[config.mk]
export PLATFORM = sky130hd
export DESIGN_NAME = eee_bbox_multi
export DESIGN_NICKNAME = d
export VERILOG_FILES = /design/src/rtl/eee_bbox_pkg.sv /design/src/rtl/eee_bbox_chan.sv /design/src/rtl/eee_bbox_multi.sv
export SDC_FILE = /design/constraint.sdc
export NUM_CORES = 2
export LEC_CHECK = 0
export CORE_MARGIN = 10
export CORE_UTILIZATION = 59
export CTS_CLUSTER_SIZE = 16
export DETAILED_ROUTE_END_ITERATION = 10
export PLACE_DENSITY = 0.8
export SYNTH_ARGS = -nofsm -noshare
export SYNTH_HDL_FRONTEND = slang
export SYNTH_SLANG_ARGS = --single-unit
[constraint.sdc]
create_clock -name clk -period 4.6 [get_ports clk]
set_clock_uncertainty 0.05 [all_clocks]
set_input_delay 0.92 -clock clk [delete_from_list [all_inputs] [get_ports clk]]
set_output_delay 0.92 -clock clk [all_outputs]
set_load 0.01 [all_outputs]
[src/rtl/eee_bbox_pkg.sv]
// Shared types and constants for the multi-channel bounding-box tracker.
// Holds the packet-FSM encoding, the video packet type and the highlight palette.
package eee_bbox_pkg;

   localparam int PIX_W = 24;

   typedef enum logic [1:0] {
      ST_IDLE      = 2'd0,
      ST_TYPE_WAIT = 2'd1,
      ST_VIDEO     = 2'd2,
      ST_CTRL      = 2'd3
   } bbox_state_e;

   localparam logic [3:0] VIDEO_TYPE = 4'h0;

   // Entry 0 is channel 0; channels 3 and above share the last entry.
   localparam logic [3:0][PIX_W-1:0] HL_TABLE = {24'hFFFFFF, 24'h0000FF, 24'h00FF00, 24'hFF0000};

   function automatic logic [PIX_W-1:0] hl_colour(input int ch);
      return (ch > 2) ? HL_TABLE[3] : HL_TABLE[2'(ch)];
   endfunction

endpackage

[src/rtl/eee_bbox_chan.sv]
// One colour channel: RGB window comparator, shadow/active thresholds,
// running bounding box and pixel count, plus the published result registers.
module eee_bbox_chan
   import eee_bbox_pkg::*;
#(
   parameter int CW = 11
) (
   input  logic             clk,
   input  logic             reset,
   input  logic             wr_min,
   input  logic             wr_max,
   input  logic [PIX_W-1:0] cfg_data,
   input  logic             vid_sop,
   input  logic             acc_en,
   input  logic [CW-1:0]    x,
   input  logic [CW-1:0]    y,
   input  logic [PIX_W-1:0] pix,
   input  logic             publish,
   output logic             match,
   output logic [4*CW-1:0]  res_bbox,
   output logic [2*CW-1:0]  res_count
);

   logic [PIX_W-1:0] min_sh_q, max_sh_q, min_q, max_q;
   logic [2*CW-1:0]  cnt_q, cnt_d;
   logic [CW-1:0]    xmin_q, ymin_q, xmax_q, ymax_q;
   logic [CW-1:0]    xmin_d, ymin_d, xmax_d, ymax_d;
   logic [4*CW-1:0]  res_bbox_q;
   logic [2*CW-1:0]  res_count_q;
   logic [2:0]       comp_ok;

   for (genvar gi = 0; gi < 3; gi++) begin : g_cmp
      assign comp_ok[gi] = (pix[8*gi +: 8] >= min_q[8*gi +: 8]) &&
                           (pix[8*gi +: 8] <= max_q[8*gi +: 8]);
   end
   assign match = &comp_ok;

   always_comb begin
      cnt_d  = cnt_q;
      xmin_d = xmin_q;
      ymin_d = ymin_q;
      xmax_d = xmax_q;
      ymax_d = ymax_q;
      if (vid_sop) begin
         cnt_d  = '0;
         xmin_d = '0;
         ymin_d = '0;
         xmax_d = '0;
         ymax_d = '0;
      end else if (acc_en && match) begin
         cnt_d = cnt_q + 1'b1;
         // The first hit of a frame seeds all four edges.
         if (cnt_q == '0) begin
            xmin_d = x;
            ymin_d = y;
            xmax_d = x;
            ymax_d = y;
         end else begin
            if (x < xmin_q) xmin_d = x;
            if (y < ymin_q) ymin_d = y;
            if (x > xmax_q) xmax_d = x;
            if (y > ymax_q) ymax_d = y;
         end
      end
   end

   always_ff @(posedge clk) begin
      if (reset) begin
         min_sh_q    <= '1;
         max_sh_q    <= '0;
         min_q       <= '1;
         max_q       <= '0;
         cnt_q       <= '0;
         xmin_q      <= '0;
         ymin_q      <= '0;
         xmax_q      <= '0;
         ymax_q      <= '0;
         res_bbox_q  <= '0;
         res_count_q <= '0;
      end else begin
         if (wr_min) min_sh_q <= cfg_data;
         if (wr_max) max_sh_q <= cfg_data;
         // A write landing on the sop cycle bypasses the shadow so it takes effect now.
         if (vid_sop) begin
            min_q <= wr_min ? cfg_data : min_sh_q;
            max_q <= wr_max ? cfg_data : max_sh_q;
         end
         cnt_q  <= cnt_d;
         xmin_q <= xmin_d;
         ymin_q <= ymin_d;
         xmax_q <= xmax_d;
         ymax_q <= ymax_d;
         if (publish) begin
            res_count_q <= cnt_d;
            res_bbox_q  <= (cnt_d == '0) ? '0 : {xmin_d, ymin_d, xmax_d, ymax_d};
         end
      end
   end

   assign res_bbox  = res_bbox_q;
   assign res_count = res_count_q;

endmodule

[src/rtl/eee_bbox_multi.sv]
// Avalon-ST video pass-through that tracks per-channel colour bounding boxes
// and optionally repaints matching pixels with the channel colour.
module eee_bbox_multi
   import eee_bbox_pkg::*;
#(
   parameter int IMG_W = 640,
   parameter int IMG_H = 480,
   parameter int NCH   = 4,
   parameter int CW    = 11
) (
   input  logic                   clk,
   input  logic                   reset,
   input  logic [23:0]            sink_data,
   input  logic                   sink_valid,
   output logic                   sink_ready,
   input  logic                   sink_sop,
   input  logic                   sink_eop,
   output logic [23:0]            source_data,
   output logic                   source_valid,
   input  logic                   source_ready,
   output logic                   source_sop,
   output logic                   source_eop,
   input  logic                   cfg_wr,
   input  logic [$clog2(NCH):0]   cfg_addr,
   input  logic [23:0]            cfg_data,
   input  logic                   hl_en,
   output logic                   res_valid,
   output logic [NCH*4*CW-1:0]    res_bbox,
   output logic [NCH*2*CW-1:0]    res_count,
   output logic                   frame_err
);

   localparam int FRAME_PIX = IMG_W * IMG_H;
   localparam int PW        = $clog2(FRAME_PIX + 2);
   localparam logic [PW-1:0] FRAME_PIX_P = PW'(FRAME_PIX);

   bbox_state_e       state_q, state_d;
   logic              type_vid_q, type_vid_d;
   logic [CW-1:0]     x_q, x_d, y_q, y_d;
   logic [PW-1:0]     pcnt_q, pcnt_d, pcnt_inc;
   logic              xfer, vid_sop, pix_en, acc_en, publish, err;
   logic [NCH-1:0]    match;
   logic [23:0]       out_data;
   logic [23:0]       src_data_q;
   logic              src_valid_q, src_sop_q, src_eop_q, res_valid_q, frame_err_q;

   assign sink_ready = source_ready | ~src_valid_q;
   assign xfer       = sink_valid & sink_ready;
   assign vid_sop    = xfer & sink_sop & (sink_data[3:0] == VIDEO_TYPE);
   assign pix_en     = xfer & ~sink_sop &
                       ((state_q == ST_VIDEO) | ((state_q == ST_TYPE_WAIT) & type_vid_q));
   assign acc_en     = pix_en & (y_q < CW'(IMG_H));
   // Saturates one past a full frame so oversize frames can never alias to exact.
   assign pcnt_inc   = (pcnt_q > FRAME_PIX_P) ? pcnt_q : pcnt_q + PW'(1);
   assign publish    = pix_en & sink_eop & (pcnt_inc == FRAME_PIX_P);
   assign err        = (xfer & sink_sop & ((state_q == ST_VIDEO) | (state_q == ST_CTRL))) |
                       (pix_en & sink_eop & (pcnt_inc != FRAME_PIX_P));

   always_comb begin
      state_d    = state_q;
      type_vid_d = type_vid_q;
      x_d        = x_q;
      y_d        = y_q;
      pcnt_d     = pcnt_q;
      if (xfer) begin
         if (sink_sop) begin
            state_d    = sink_eop ? ST_IDLE : ST_TYPE_WAIT;
            type_vid_d = (sink_data[3:0] == VIDEO_TYPE);
            if (vid_sop) begin
               x_d    = '0;
               y_d    = '0;
               pcnt_d = '0;
            end
         end else begin
            case (state_q)
               ST_TYPE_WAIT: state_d = sink_eop ? ST_IDLE : (type_vid_q ? ST_VIDEO : ST_CTRL);
               ST_VIDEO, ST_CTRL: if (sink_eop) state_d = ST_IDLE;
               default: ;
            endcase
            if (pix_en) begin
               pcnt_d = pcnt_inc;
               if (x_q == CW'(IMG_W - 1)) begin
                  x_d = '0;
                  if (y_q != '1) y_d = y_q + 1'b1;
               end else begin
                  x_d = x_q + 1'b1;
               end
            end
         end
      end
   end

   always_comb begin
      out_data = sink_data;
      if (pix_en && hl_en) begin
         for (int c = NCH - 1; c >= 0; c--) begin
            if (match[c]) out_data = hl_colour(c);
         end
      end
   end

   for (genvar gi = 0; gi < NCH; gi++) begin : g_chan
      logic sel;
      assign sel = cfg_wr & (int'(cfg_addr >> 1) == gi);
      eee_bbox_chan #(.CW(CW)) u_chan (
         .clk      (clk),
         .reset    (reset),
         .wr_min   (sel & ~cfg_addr[0]),
         .wr_max   (sel & cfg_addr[0]),
         .cfg_data (cfg_data),
         .vid_sop  (vid_sop),
         .acc_en   (acc_en),
         .x        (x_q),
         .y        (y_q),
         .pix      (sink_data),
         .publish  (publish),
         .match    (match[gi]),
         .res_bbox (res_bbox[gi*4*CW +: 4*CW]),
         .res_count(res_count[gi*2*CW +: 2*CW])
      );
   end

   always_ff @(posedge clk) begin
      if (reset) begin
         state_q     <= ST_IDLE;
         type_vid_q  <= 1'b0;
         x_q         <= '0;
         y_q         <= '0;
         pcnt_q      <= '0;
         src_data_q  <= '0;
         src_valid_q <= 1'b0;
         src_sop_q   <= 1'b0;
         src_eop_q   <= 1'b0;
         res_valid_q <= 1'b0;
         frame_err_q <= 1'b0;
      end else begin
         state_q     <= state_d;
         type_vid_q  <= type_vid_d;
         x_q         <= x_d;
         y_q         <= y_d;
         pcnt_q      <= pcnt_d;
         res_valid_q <= publish;
         frame_err_q <= err;
         if (xfer) begin
            src_data_q  <= out_data;
            src_valid_q <= 1'b1;
            src_sop_q   <= sink_sop;
            src_eop_q   <= sink_eop;
         end else if (source_ready) begin
            src_valid_q <= 1'b0;
         end
      end
   end

   assign source_data  = src_data_q;
   assign source_valid = src_valid_q;
   assign source_sop   = src_sop_q;
   assign source_eop   = src_eop_q;
   assign res_valid    = res_valid_q;
   assign frame_err    = frame_err_q;

endmodule

==> results.ini <==
[outcome]
status = finished, final reports clean

[setup_path]
start_kind = input pin
crit-reg2reg-capture = g_chan[1].u_chan.res_bbox[42]
worst_r2r_startpoint = pcnt_q[0]
crit_required_ns = 5.15
critical_path_peak_fanout = 44
critical_path.slowest_cell = sky130_fd_sc_hd__clkdlybuf4s50_1
crit_path_cell_trace = clkdlybuf4s50_1 > buf_4 > ha_1 > and3_1 > nand2_1 > o31ai_2 > buf_4 > and4_1 > nand3_1 > buf_4 > nor3_1 > mux2_2 > o211a_1 > a31oi_4 > buf_12 > a22o_1
crit_arrival_ns = 4.99
critical_path_class = in -> reg
cp-end-kind = flop
timing.critical_path.max_delay_family = buffers and inverters
timing.critical_path.buf_inv = 5
max_stage_delay_ns = 0.53
critical_path.most_common_cell = sky130_fd_sc_hd__buf_4
worst-r2r-setup-slack_ns = 0.24
worstRegToRegCells = 13

[clock_network]
cts.htree.levels = 3
tritoncts = done
cts-buffers-inserted = 101
cts-root-to-sink-buffers = 3
root_buffer = sky130_fd_sc_hd__clkbuf_16
hold_buffers = 0
clk_transition_reported_paths_ns = 0.07
cts.sinks = 985
clk-insertion-delay-late_ns = 0.68

[timing]
maxSlewHeadroom = 0.1868
final_min_period_over_clock_period = 0.9643
post-route-min-period_ns = 4.436
worst-slew-pin-transition_ns = 1.217
final_sum_of_negative_setup_slack_ns = 0
finalMaxSlewViolations = 0
hold-worst-slack_ns = 0.3989
setup-violations-final = 0
hold_viol_final = 0
layout_setup_ws_ns = 0.1644
rsz0062_at_grt = no
fmaxAchievable_ghz = 0.2254

[yosys]
synth.yosys.warnings = 0
netlist.area_leader.share = 0.4292
post_synth_main_area_contributors = sky130_fd_sc_hd__dfxtp_1 (43%), sky130_fd_sc_hd__ha_1 (10%), sky130_fd_sc_hd__nand2_1 (5.4%)
avg_inst_size_synth_sq_um = 8.651
synth_sequential_area_ratio = 0.4292
syn_inst_count = 5311
yosys.area.top_type = sky130_fd_sc_hd__dfxtp_1
netlist_area_pre_place_sq_mm = 0.04595
postSynthNetCount = 5742
synth-edff-count = 0
synth.ff_latch_count = 985
ys.flop_type = sky130_fd_sc_hd__dfxtp_1
proportion_of_register_bits_with_asynchronous_set_or_reset_after_synthesis = 0
synth.distinct_cells = 98

[global_routing]
largest_net_degree_at_the_start_of_global_routing = 185
grt_first_pass_wirelength_um = 223900
grt_pass1_vias = 39730
globalRouteOverflowTotal = 0
grt_antenna_before_repair = 3
tot_gr_track_use = 0.3092

[power_and_ir_drop]
share_comb_of_total_power = 0.051
net-switching-power_w = 0.004289
worst_ir_drop_vdd_uv = 331.9
p_int_w = 0.01423
switching_share = 0.2316
fin_total_pwr_w = 0.01852
p_leak_nw = 22.38
relative_contribution_of_the_clock_network_to_total_power = 0.482
power-per-cell-area_mw_per_mm2 = 332.0
seq_power_share = 0.467

[min_path]
timing.hold.worst_path_depth = 2
min-delay-path-class = reg -> reg
timing.hold.worst_endpoint = source_data[5]
worstHoldStart = source_data[5]

[detailed_routing]
detailedRoute.firstPassIterationCount = 6
dr_total_vias = 40960
routed_wire_length_per_instance_um = 21.07
drtAntennaViolNets = 0
drt-initial-drc-count = 3691
drc = 0
vias_per_cell = 5.957
route.final.wire_length_um = 144900

[place]
pre_cts_ws_ns = -0.7298
total_half_perimeter_wirelength_after_legalization_and_detailed_placement_um = 100800
port_buffers = 352
gp_congestion = 0.9607

[cells_and_area]
finish.net_count = 6183
share_of_post_route_cells_with_drive_strength_above_1 = 0.09583
filler_cell_count = 5809
area.growth.synth_to_final_pct = 21.44

[die]
fp.dieH_um = 299.1
io_pins = 353
core_area_sq_mm = 0.07734
floorplan.rows = 102
die_w_um = 299.1
die_area_sq_mm = 0.08944
initial_cell_density_of_the_core = 0.5941

[flow_run]
max_cap_violations = 0

[cell usage in the layout (no fill, tap or decap), types with 123 or more instances in the layout]
master,instances
sky130_fd_sc_hd__buf_4,297
sky130_fd_sc_hd__clkdlybuf4s50_1,351
sky130_fd_sc_hd__nand2_1,655
sky130_fd_sc_hd__ha_1,372
sky130_fd_sc_hd__o21ai_0,233
sky130_fd_sc_hd__nor2_1,398
sky130_fd_sc_hd__a21oi_1,420
sky130_fd_sc_hd__dfxtp_1,985
sky130_fd_sc_hd__nand3_1,126
sky130_fd_sc_hd__mux2i_1,126
sky130_fd_sc_hd__nor2b_1,123
sky130_fd_sc_hd__inv_1,363
[worst max-delay path by stage]
stage | start | depth (start not counted) | slack (ns) | endpoint
floorplan | sink_data[0] | 12 | 0.46 | g_chan[0].u_chan.res_bbox[33]
global placement | sink_data[8] | 18 | -0.58 | g_chan[2].u_chan.res_bbox[42]
detailed placement | sink_data[8] | 18 | -0.73 | g_chan[2].u_chan.res_bbox[26]
CTS | sink_data[8] | 18 | 0.05 | g_chan[2].u_chan.res_bbox[11]
global route | pcnt_q[0] | 13 | 0.0008 | g_chan[1].u_chan.res_bbox[42]
finish | sink_data[15] | 16 | 0.16 | g_chan[2].u_chan.res_bbox[19]
[area by class of cell]
type,count,area [sq um],area share
Multi-Input combinational cell,3624,23490,0.4211
Sequential cell,985,19720,0.3534
Timing Repair Buffer,676,6290,0.1127
Clock buffer,128,2810,0.05036
Inverter,364,1366,0.02449
Tap cell,1040,1301,0.02332
Clock inverter,56,812.0,0.01455
Antenna cell,2,5.005,0.00008970
[synth_stat cells, types with 7 or more instances]
| master | n |
|---|---|
| sky130_fd_sc_hd__a211oi_1 | 7 |
| sky130_fd_sc_hd__o2111ai_1 | 9 |
| sky130_fd_sc_hd__o211ai_1 | 22 |
| sky130_fd_sc_hd__nor3b_1 | 10 |
| sky130_fd_sc_hd__and4_1 | 20 |
| sky130_fd_sc_hd__a2111oi_0 | 14 |
| sky130_fd_sc_hd__o21ai_1 | 50 |
| sky130_fd_sc_hd__clkbuf_1 | 241 |
| sky130_fd_sc_hd__o31ai_1 | 24 |
| sky130_fd_sc_hd__dfxtp_1 | 985 |
| sky130_fd_sc_hd__o21a_1 | 49 |
| sky130_fd_sc_hd__nor4_1 | 52 |
| sky130_fd_sc_hd__a31oi_1 | 20 |
| sky130_fd_sc_hd__a21oi_1 | 420 |
| sky130_fd_sc_hd__nand2_1 | 655 |
| sky130_fd_sc_hd__ha_1 | 372 |
| sky130_fd_sc_hd__buf_6 | 17 |
| sky130_fd_sc_hd__clkbuf_2 | 24 |
| sky130_fd_sc_hd__inv_1 | 363 |
| sky130_fd_sc_hd__o22a_1 | 12 |
| sky130_fd_sc_hd__a211o_1 | 108 |
| sky130_fd_sc_hd__a221oi_1 | 7 |
| sky130_fd_sc_hd__a21o_1 | 41 |
| sky130_fd_sc_hd__xor2_1 | 51 |
| sky130_fd_sc_hd__or4_1 | 11 |
| sky130_fd_sc_hd__nand4_1 | 88 |
| sky130_fd_sc_hd__buf_2 | 34 |
| sky130_fd_sc_hd__and2_1 | 50 |
| sky130_fd_sc_hd__and3_1 | 42 |
| sky130_fd_sc_hd__nor3_1 | 87 |
| sky130_fd_sc_hd__o21ai_0 | 236 |
| sky130_fd_sc_hd__mux2i_1 | 126 |
| sky130_fd_sc_hd__xnor2_1 | 58 |
| sky130_fd_sc_hd__a32o_1 | 29 |
| sky130_fd_sc_hd__a22o_1 | 100 |
| sky130_fd_sc_hd__nor2_1 | 402 |
| sky130_fd_sc_hd__or2_2 | 8 |
| sky130_fd_sc_hd__nand2b_1 | 30 |
| sky130_fd_sc_hd__or3_1 | 49 |
| sky130_fd_sc_hd__buf_1 | 20 |
| sky130_fd_sc_hd__nor2b_1 | 123 |
| sky130_fd_sc_hd__nand3_1 | 127 |
| sky130_fd_sc_hd__a311oi_1 | 9 |
[tightest hold or removal path, stage by stage, from the launching register on]
cell                      delay, ns
sky130_fd_sc_hd__dfxtp_1       0.31
sky130_fd_sc_hd__nand2_1       0.05
sky130_fd_sc_hd__a21oi_1       0.05
[cells by family after synthesis]
logic type | Yosys count | share of synthesized area
AO/OA/AOI/OAI | 1218 | 0.1718
XOR/XNOR | 109 | 0.02078
adder cells (fa/ha/maj) | 372 | 0.1013
buffers and inverters | 702 | 0.06187
flip-flops | 985 | 0.4292
multiplexers | 130 | 0.02843
AND/OR/NAND/NOR | 1795 | 0.1867
[power by group through the flow]
| stage | Clock [W] | Combinational, W | Sequential (W) |
|---|---|---|---|
| 2_1_floorplan | 0 | 0.000524 | 0.00883 |
| 3_3_place_gp | 0 | 0.000896 | 0.00883 |
| 3_5_place_dp | 0 | 0.000921 | 0.00883 |
| 4_1_cts | 0.00895 | 0.000933 | 0.00864 |
| 5_1_grt | 0.00930 | 0.00103 | 0.00865 |
| 6_report | 0.00893 | 0.000951 | 0.00864 |
[routing by layer]
metal,vias up,global-route usage,share of wire
li1,19310,-,-
met1,19640,0.4007,0.42
met2,1673,0.5011,0.46
met3,335,0.05831,0.082
met4,2,0.1299,0.041
met5,-,0,0.000076
[flip-flops by register name, indices dropped and copies added (netlist names), 2 cells and up]
register and count:
g_chan.u_chan.res_count 88, state_q 2, g_chan.u_chan.min_sh_q 96, g_chan.u_chan.min_q 96
source_data 24, g_chan.u_chan.max_q 96, g_chan.u_chan.xmax_q 44, y_q 11
g_chan.u_chan.res_bbox 176, g_chan.u_chan.ymax_q 44, g_chan.u_chan.xmin_q 44, g_chan.u_chan.ymin_q 44
g_chan.u_chan.cnt_q 88, pcnt_q 19, g_chan.u_chan.max_sh_q 96, x_q 11
[per-stage QoR]
step	instance area, sq um	util	cells
4_1_cts	55770	0.7211	6873
3_5_place_dp	52150	0.6743	6689
5_1_grt	55800	0.7215	6875
2_1_floorplan	45950	-	5311
3_3_place_gp	52150	0.6743	6689
6_report	55800	0.7215	6875
[repair_timing]
item,4_1_cts,5_1_grt
resized for setup,1,5
gates cloned,0,0
endpoints found under the setup margin,44,64
setup buffers,0,0
Note: power is estimated with default switching activity, not from simulation.
